==> src/rtl/gpio_out_pkg.sv <==
// Shared types and helpers for the GPIO output stage: channel mode encodings
// and the counter-width helper used by the stretch and watchdog counters.
package gpio_out_pkg;

  typedef enum logic [1:0] {
    MODE_PASS    = 2'b00,
    MODE_INV     = 2'b01,
    MODE_STRETCH = 2'b10,
    MODE_OFF     = 2'b11
  } cfg_mode_t;

  // Bits needed to hold 0..max_val; never narrower than one bit.
  function automatic int cnt_width(input int max_val);
    if (max_val < 1) begin
      return 1;
    end
    return $clog2(max_val + 1);
  endfunction

endpackage

==> src/rtl/gpio_out_chan.sv <==
// One output channel: 2-FF synchroniser, mode register, pulse-stretch counter
// and the registered pin driver with safe-level override.
module gpio_out_chan
  import gpio_out_pkg::*;
#(
  parameter int        STRETCH    = 8,
  parameter logic      SAFE_BIT   = 1'b0,
  parameter cfg_mode_t RESET_MODE = MODE_PASS
) (
  input  logic      clk,
  input  logic      rst,
  input  logic      io_in,
  input  logic      mode_we,
  input  cfg_mode_t mode_wdata,
  input  logic      trip_d,
  output logic      io_out
);

  localparam int CW = cnt_width(STRETCH);
  localparam logic [CW-1:0] CNT_LOAD = CW'(STRETCH - 1);

  logic          sync1_q, sync1_d;
  logic          s_in_q, s_in_d;
  logic          s_prev_q, s_prev_d;
  cfg_mode_t     mode_q, mode_d;
  logic [CW-1:0] cnt_q, cnt_d;
  logic          out_q, out_d;
  logic          rise;

  always_comb begin
    sync1_d  = io_in;
    s_in_d   = sync1_q;
    s_prev_d = s_in_q;
    rise     = s_in_q & ~s_prev_q;
    mode_d   = mode_we ? mode_wdata : mode_q;

    // A mode write wins over a rising edge so the new mode starts clean.
    cnt_d = '0;
    if (!mode_we && (mode_q == MODE_STRETCH)) begin
      if (rise) begin
        cnt_d = CNT_LOAD;
      end else if (cnt_q != '0) begin
        cnt_d = cnt_q - CW'(1);
      end
    end

    case (mode_q)
      MODE_PASS:    out_d = s_in_q;
      MODE_INV:     out_d = ~s_in_q;
      MODE_STRETCH: out_d = s_in_q | (cnt_q != '0);
      default:      out_d = SAFE_BIT;
    endcase

    // Using the next trip state makes the pin go safe on the same edge
    // that WDT_TRIP rises.
    if (trip_d) begin
      out_d = SAFE_BIT;
    end
  end

  always_ff @(posedge clk) begin
    if (rst) begin
      sync1_q  <= 1'b0;
      s_in_q   <= 1'b0;
      s_prev_q <= 1'b0;
      mode_q   <= RESET_MODE;
      cnt_q    <= '0;
      out_q    <= SAFE_BIT;
    end else begin
      sync1_q  <= sync1_d;
      s_in_q   <= s_in_d;
      s_prev_q <= s_prev_d;
      mode_q   <= mode_d;
      cnt_q    <= cnt_d;
      out_q    <= out_d;
    end
  end

  assign io_out = out_q;

endmodule

==> src/rtl/gpio_out_ctrl.sv <==
// STM32-to-connector output stage: per-channel conditioning plus a heartbeat
// watchdog that forces every pin to its safe level when the heartbeat stalls.
module gpio_out_ctrl
  import gpio_out_pkg::*;
#(
  parameter int             N          = 9,
  parameter int             STRETCH    = 8,
  parameter int             WDT_CYCLES = 1000000,
  parameter logic [N-1:0]   SAFE_VAL   = '0,
  parameter cfg_mode_t      RESET_MODE = MODE_PASS,
  localparam int            CH_W       = (N > 1) ? $clog2(N) : 1
) (
  input  logic            CLK,
  input  logic            RST,
  input  logic [N-1:0]    IO_IN,
  output logic [N-1:0]    IO_OUT,
  input  logic            CFG_WE,
  input  logic [CH_W-1:0] CFG_CH,
  input  logic [1:0]      CFG_MODE,
  input  logic            HB,
  output logic            WDT_TRIP
);

  localparam int WDT_W = cnt_width(WDT_CYCLES);
  localparam logic [WDT_W-1:0] WDT_MAX = WDT_W'(WDT_CYCLES);

  logic             hb1_q, hb1_d;
  logic             s_hb_q, s_hb_d;
  logic             hb_prev_q, hb_prev_d;
  logic [WDT_W-1:0] wdt_cnt_q, wdt_cnt_d;
  logic             trip_q, trip_d;
  logic             hb_edge;
  cfg_mode_t        cfg_mode;

  assign cfg_mode = cfg_mode_t'(CFG_MODE);

  always_comb begin
    hb1_d     = HB;
    s_hb_d    = hb1_q;
    hb_prev_d = s_hb_q;
    hb_edge   = s_hb_q ^ hb_prev_q;
    wdt_cnt_d = wdt_cnt_q;
    trip_d    = trip_q;

    // A heartbeat edge on the timeout cycle takes priority, so no trip.
    if (WDT_CYCLES == 0) begin
      wdt_cnt_d = '0;
      trip_d    = 1'b0;
    end else if (hb_edge) begin
      wdt_cnt_d = '0;
      trip_d    = 1'b0;
    end else begin
      if (wdt_cnt_q != WDT_MAX) begin
        wdt_cnt_d = wdt_cnt_q + WDT_W'(1);
      end
      if (wdt_cnt_d == WDT_MAX) begin
        trip_d = 1'b1;
      end
    end
  end

  always_ff @(posedge CLK) begin
    if (RST) begin
      hb1_q     <= 1'b0;
      s_hb_q    <= 1'b0;
      hb_prev_q <= 1'b0;
      wdt_cnt_q <= '0;
      trip_q    <= 1'b0;
    end else begin
      hb1_q     <= hb1_d;
      s_hb_q    <= s_hb_d;
      hb_prev_q <= hb_prev_d;
      wdt_cnt_q <= wdt_cnt_d;
      trip_q    <= trip_d;
    end
  end

  assign WDT_TRIP = trip_q;

  // Channel indices at or above N match no instance and are dropped.
  for (genvar i = 0; i < N; i++) begin : g_chan
    gpio_out_chan #(
      .STRETCH    (STRETCH),
      .SAFE_BIT   (SAFE_VAL[i]),
      .RESET_MODE (RESET_MODE)
    ) u_chan (
      .clk        (CLK),
      .rst        (RST),
      .io_in      (IO_IN[i]),
      .mode_we    (CFG_WE && (CFG_CH == CH_W'(i))),
      .mode_wdata (cfg_mode),
      .trip_d     (trip_d),
      .io_out     (IO_OUT[i])
    );
  end

endmodule

==> config.mk <==
export PLATFORM = sky130hd
export DESIGN_NAME = gpio_out_ctrl
export DESIGN_NICKNAME = d
export VERILOG_FILES = /design/src/rtl/gpio_out_pkg.sv /design/src/rtl/gpio_out_chan.sv /design/src/rtl/gpio_out_ctrl.sv
export SDC_FILE = /design/constraint.sdc
export NUM_CORES = 1
export LEC_CHECK = 0
export BUFFER_PORTS_ARGS = -buffer_cell sky130_fd_sc_hd__buf_2
export CELL_PAD_IN_SITES_DETAIL_PLACEMENT = 0
export CELL_PAD_IN_SITES_GLOBAL_PLACEMENT = 1
export CORE_ASPECT_RATIO = 0.9
export CORE_MARGIN = 10
export CORE_UTILIZATION = 45
export DETAILED_ROUTE_END_ITERATION = 16
export PLACE_DENSITY = 0.85
export SYNTH_ARGS = -nofsm -noshare
export SYNTH_HDL_FRONTEND = slang
export SYNTH_SLANG_ARGS = --single-unit
==> constraint.sdc <==
create_clock -name CLK -period 3.5 [get_ports CLK]
set_input_delay 0.525 -clock CLK [delete_from_list [all_inputs] [get_ports CLK]]
set_output_delay 0.525 -clock CLK [all_outputs]
set_load 0.1 [all_outputs]
==> reports/metrics.cfg <==
[setup_path]
critPathMaxFanout = 12
arrival_ns = 3.16
critPathKind = flop to flop
cp-end-kind = flop
required_ns = 3.78
crit_path_start_kind = flop

[synthesis]
synth_area_leader_cell = dfxtp_1
synth_top_area_share_pct = 47.5
yosys_register_bits = 114
synth.distinct_cells = 51
syn_area_per_cell_sq_um = 8.68
yosysSeqAreaShare_pct = 47.5
synth_edf_count = 0
synth_area_leaders = dfxtp_1, nor2_1, a21oi_1, nor2b_1, nand2_1
synth.most_common_cell = dfxtp_1
syn_nets = 575
yosys_warnings = 0
async_flop_share_pct = 0
synth_ff_type = dfxtp_1
ys_top_cells_by_count = dfxtp_1, nor2_1, nand2_1
syn_inst = 554
syn_area_sq_mm = 0.00481

[cts]
htree_levels = 4
clk_pin_slew_ns = 0.06
hold_buffers = 0
clk_latency_ns = 0.41
cts_sinks = 114
cts_setup_buffers = 0
cts_max_path_buffers = 2
cts_tree = yes
numCtsBuffers = 17
ctsResizeCount = 0
cts-root-buf = clkbuf_16

[sta]
setup_viol = 0
tightest_slew_ns = 0.860
post-route-period-util_pct = 82.4
finalMaxSlewViolations = 0
period_needed_ns = 2.88
finalClockSkew_ns = 0.0113
hold_viol = 0
rsz0062_at_grt = false
totalNegativeSetupSlack_ns = 0
slew_headroom_pct = 42.7
fmax_ghz = 0.347

[final_layout]
num-fill-cells = 940
final_core_util_pct = 53.7
stdcell_area_sq_mm = 0.00555
nets = 597
syn_to_final_growth_pct = 15.4
antennaDiodeCount = 0
drive_above_1_share_pct = 12.2

[power]
peakVddDrop_mv = 0.354
leakage_nw = 2.04
design_power_total_mw = 3.12
powerDensity_mw_per_mm2 = 563

[drt]
vias = 3828
drc = 0
routed_wirelength_um = 10100
drtIter0Drc = 208
avgRoutedWirePerCell_um = 14.0
drtPass1Iterations = 4
drtAntennaViolNets = 0
vias_per_cell = 5.33

[grt]
grt_util_all_layers_pct = 13.8
grt_antenna_before_repair = 0
grt_pass1_wl_um = 17000
overflow = 0
grt_max_degree = 38
grt_pass1_vias = 3688

[run_status]
status = finished, final reports clean

[floorplanning]
io_pins = 29
row_count = 35
dieWidth_um = 129
core_sq_mm = 0.0103
die_y_um = 118
start_util_pct = 46.5
die_area_sq_mm = 0.0152

[placement]
dp_hpwl_um = 6900
gp_congestion = 0.865
numPortBuffers = 28
placed_cell_area_sq_mm = 0.00497

[flow_run]
cap_violations = 0

[worst_hold_path]
hold_class = input port to flop

[stage by stage]
| step | worst slack [ns] | hold slack, ns | std cells |
|---|---|---|---|
| 2_1_floorplan | 1.13 | 0.414 | 554 |
| 3_3_place_gp | 0.728 | 0.418 | 686 |
| 3_5_place_dp | 0.658 | 0.425 | 686 |
| 4_1_cts | 0.643 | 0.313 | 718 |
| 5_1_grt | 0.328 | 0.323 | 718 |
| 6_report | 0.616 | 0.319 | 718 |
[power breakdown]
| part | leakage, nW | switching, mW | internal [mW] |
|---|---|---|---|
| clock | 0.273 | 0.581 | 1.08 |
| combinational | 0.839 | 0.0843 | 0.0404 |
| sequential | 0.925 | 0.0162 | 1.32 |
| total | 2.04 | 0.682 | 2.44 |
[routing by layer]
metal / share of wire [%] / GRT usage (%) / wire length, um
met1: 49 / 16.9 / 4930
met5: 0 / 0 / 0
met4: 2.5 / 6.61 / 250
met3: 4.7 / 5.27 / 471
met2: 44 / 20.6 / 4390
[cells by family (layout without fill, tap and decap cells)]
| group | Yosys count | after routing | share of synthesized area, % |
|---|---|---|---|
| flops | 114 | 114 | 47.5 |
| compound gates | 89 | 89 | 10.6 |
| fa+ha+maj | 2 | 2 | 0.520 |
| xor+xnor | 23 | 23 | 4.19 |
| buf+inv | 35 | 70 | 3.77 |
| mux | 16 | 16 | 3.36 |
| simple gates | 275 | 275 | 30.1 |
[cell usage in the layout, fill, tap and decap left out, types with 4 or more instances in the layout]
cell	instances
nor3b_1	4
xor2_1	7
inv_1	8
a31oi_1	11
or3_1	4
and3_1	5
nand2_1	52
nor4_1	4
nand3_1	18
nor3_1	30
nor2b_1	32
o21ai_0	25
nor2_1	70
xnor2_1	16
clkbuf_1	4
mux2i_1	15
nand4_1	7
clkbuf_16	17
dfxtp_1	114
buf_2	28
or4b_2	4
nand2b_1	26
a21oi_1	41
[flip-flops by register name (all words and copies together) (netlist names)]
register / flops
wdt_cnt_q: 20
g_chan.u_chan.s_in_q: 9
g_chan.u_chan.cnt_q: 36
g_chan.u_chan.s_prev_q: 9
hb_prev_q: 1
g_chan.u_chan.s_in_d: 9
WDT_TRIP: 1
g_chan.u_chan.io_out: 9
hb_prev_d: 1
hb1_q: 1
g_chan.u_chan.mode_q: 18
[final timing paths]
kind                      startpoint                 endpoint  slack, ns  cells past startpoint
max                     wdt_cnt_q[2]  g_chan[3].u_chan.io_out       0.62                      6
min                         IO_IN[3]  g_chan[3].u_chan.s_in_d       0.32                      2
max reg2reg             wdt_cnt_q[2]  g_chan[3].u_chan.io_out       0.62                      6
min reg2reg  g_chan[4].u_chan.s_in_d  g_chan[4].u_chan.s_in_q       0.43                      1
[critical path, stage by stage, from the launching register on]
cell	delay, ns
dfxtp_1	0.48
nand3_1	0.36
nor4_1	0.50
xnor2_1	0.19
or4bb_1	0.48
nor4b_4	0.61
nor2_1	0.11
[layout make-up]
cell class	count	area (sq um)	area share [%]
multi-input cells	405	2340	42.3
flip-flops and latches	114	2280	41.1
clock buffers	23	468	8.44
well taps	129	161	2.91
repair buffers	30	155	2.80
clock inverters	9	106	1.92
inverters	8	30.0	0.541
(Power assumes the default switching activity.)
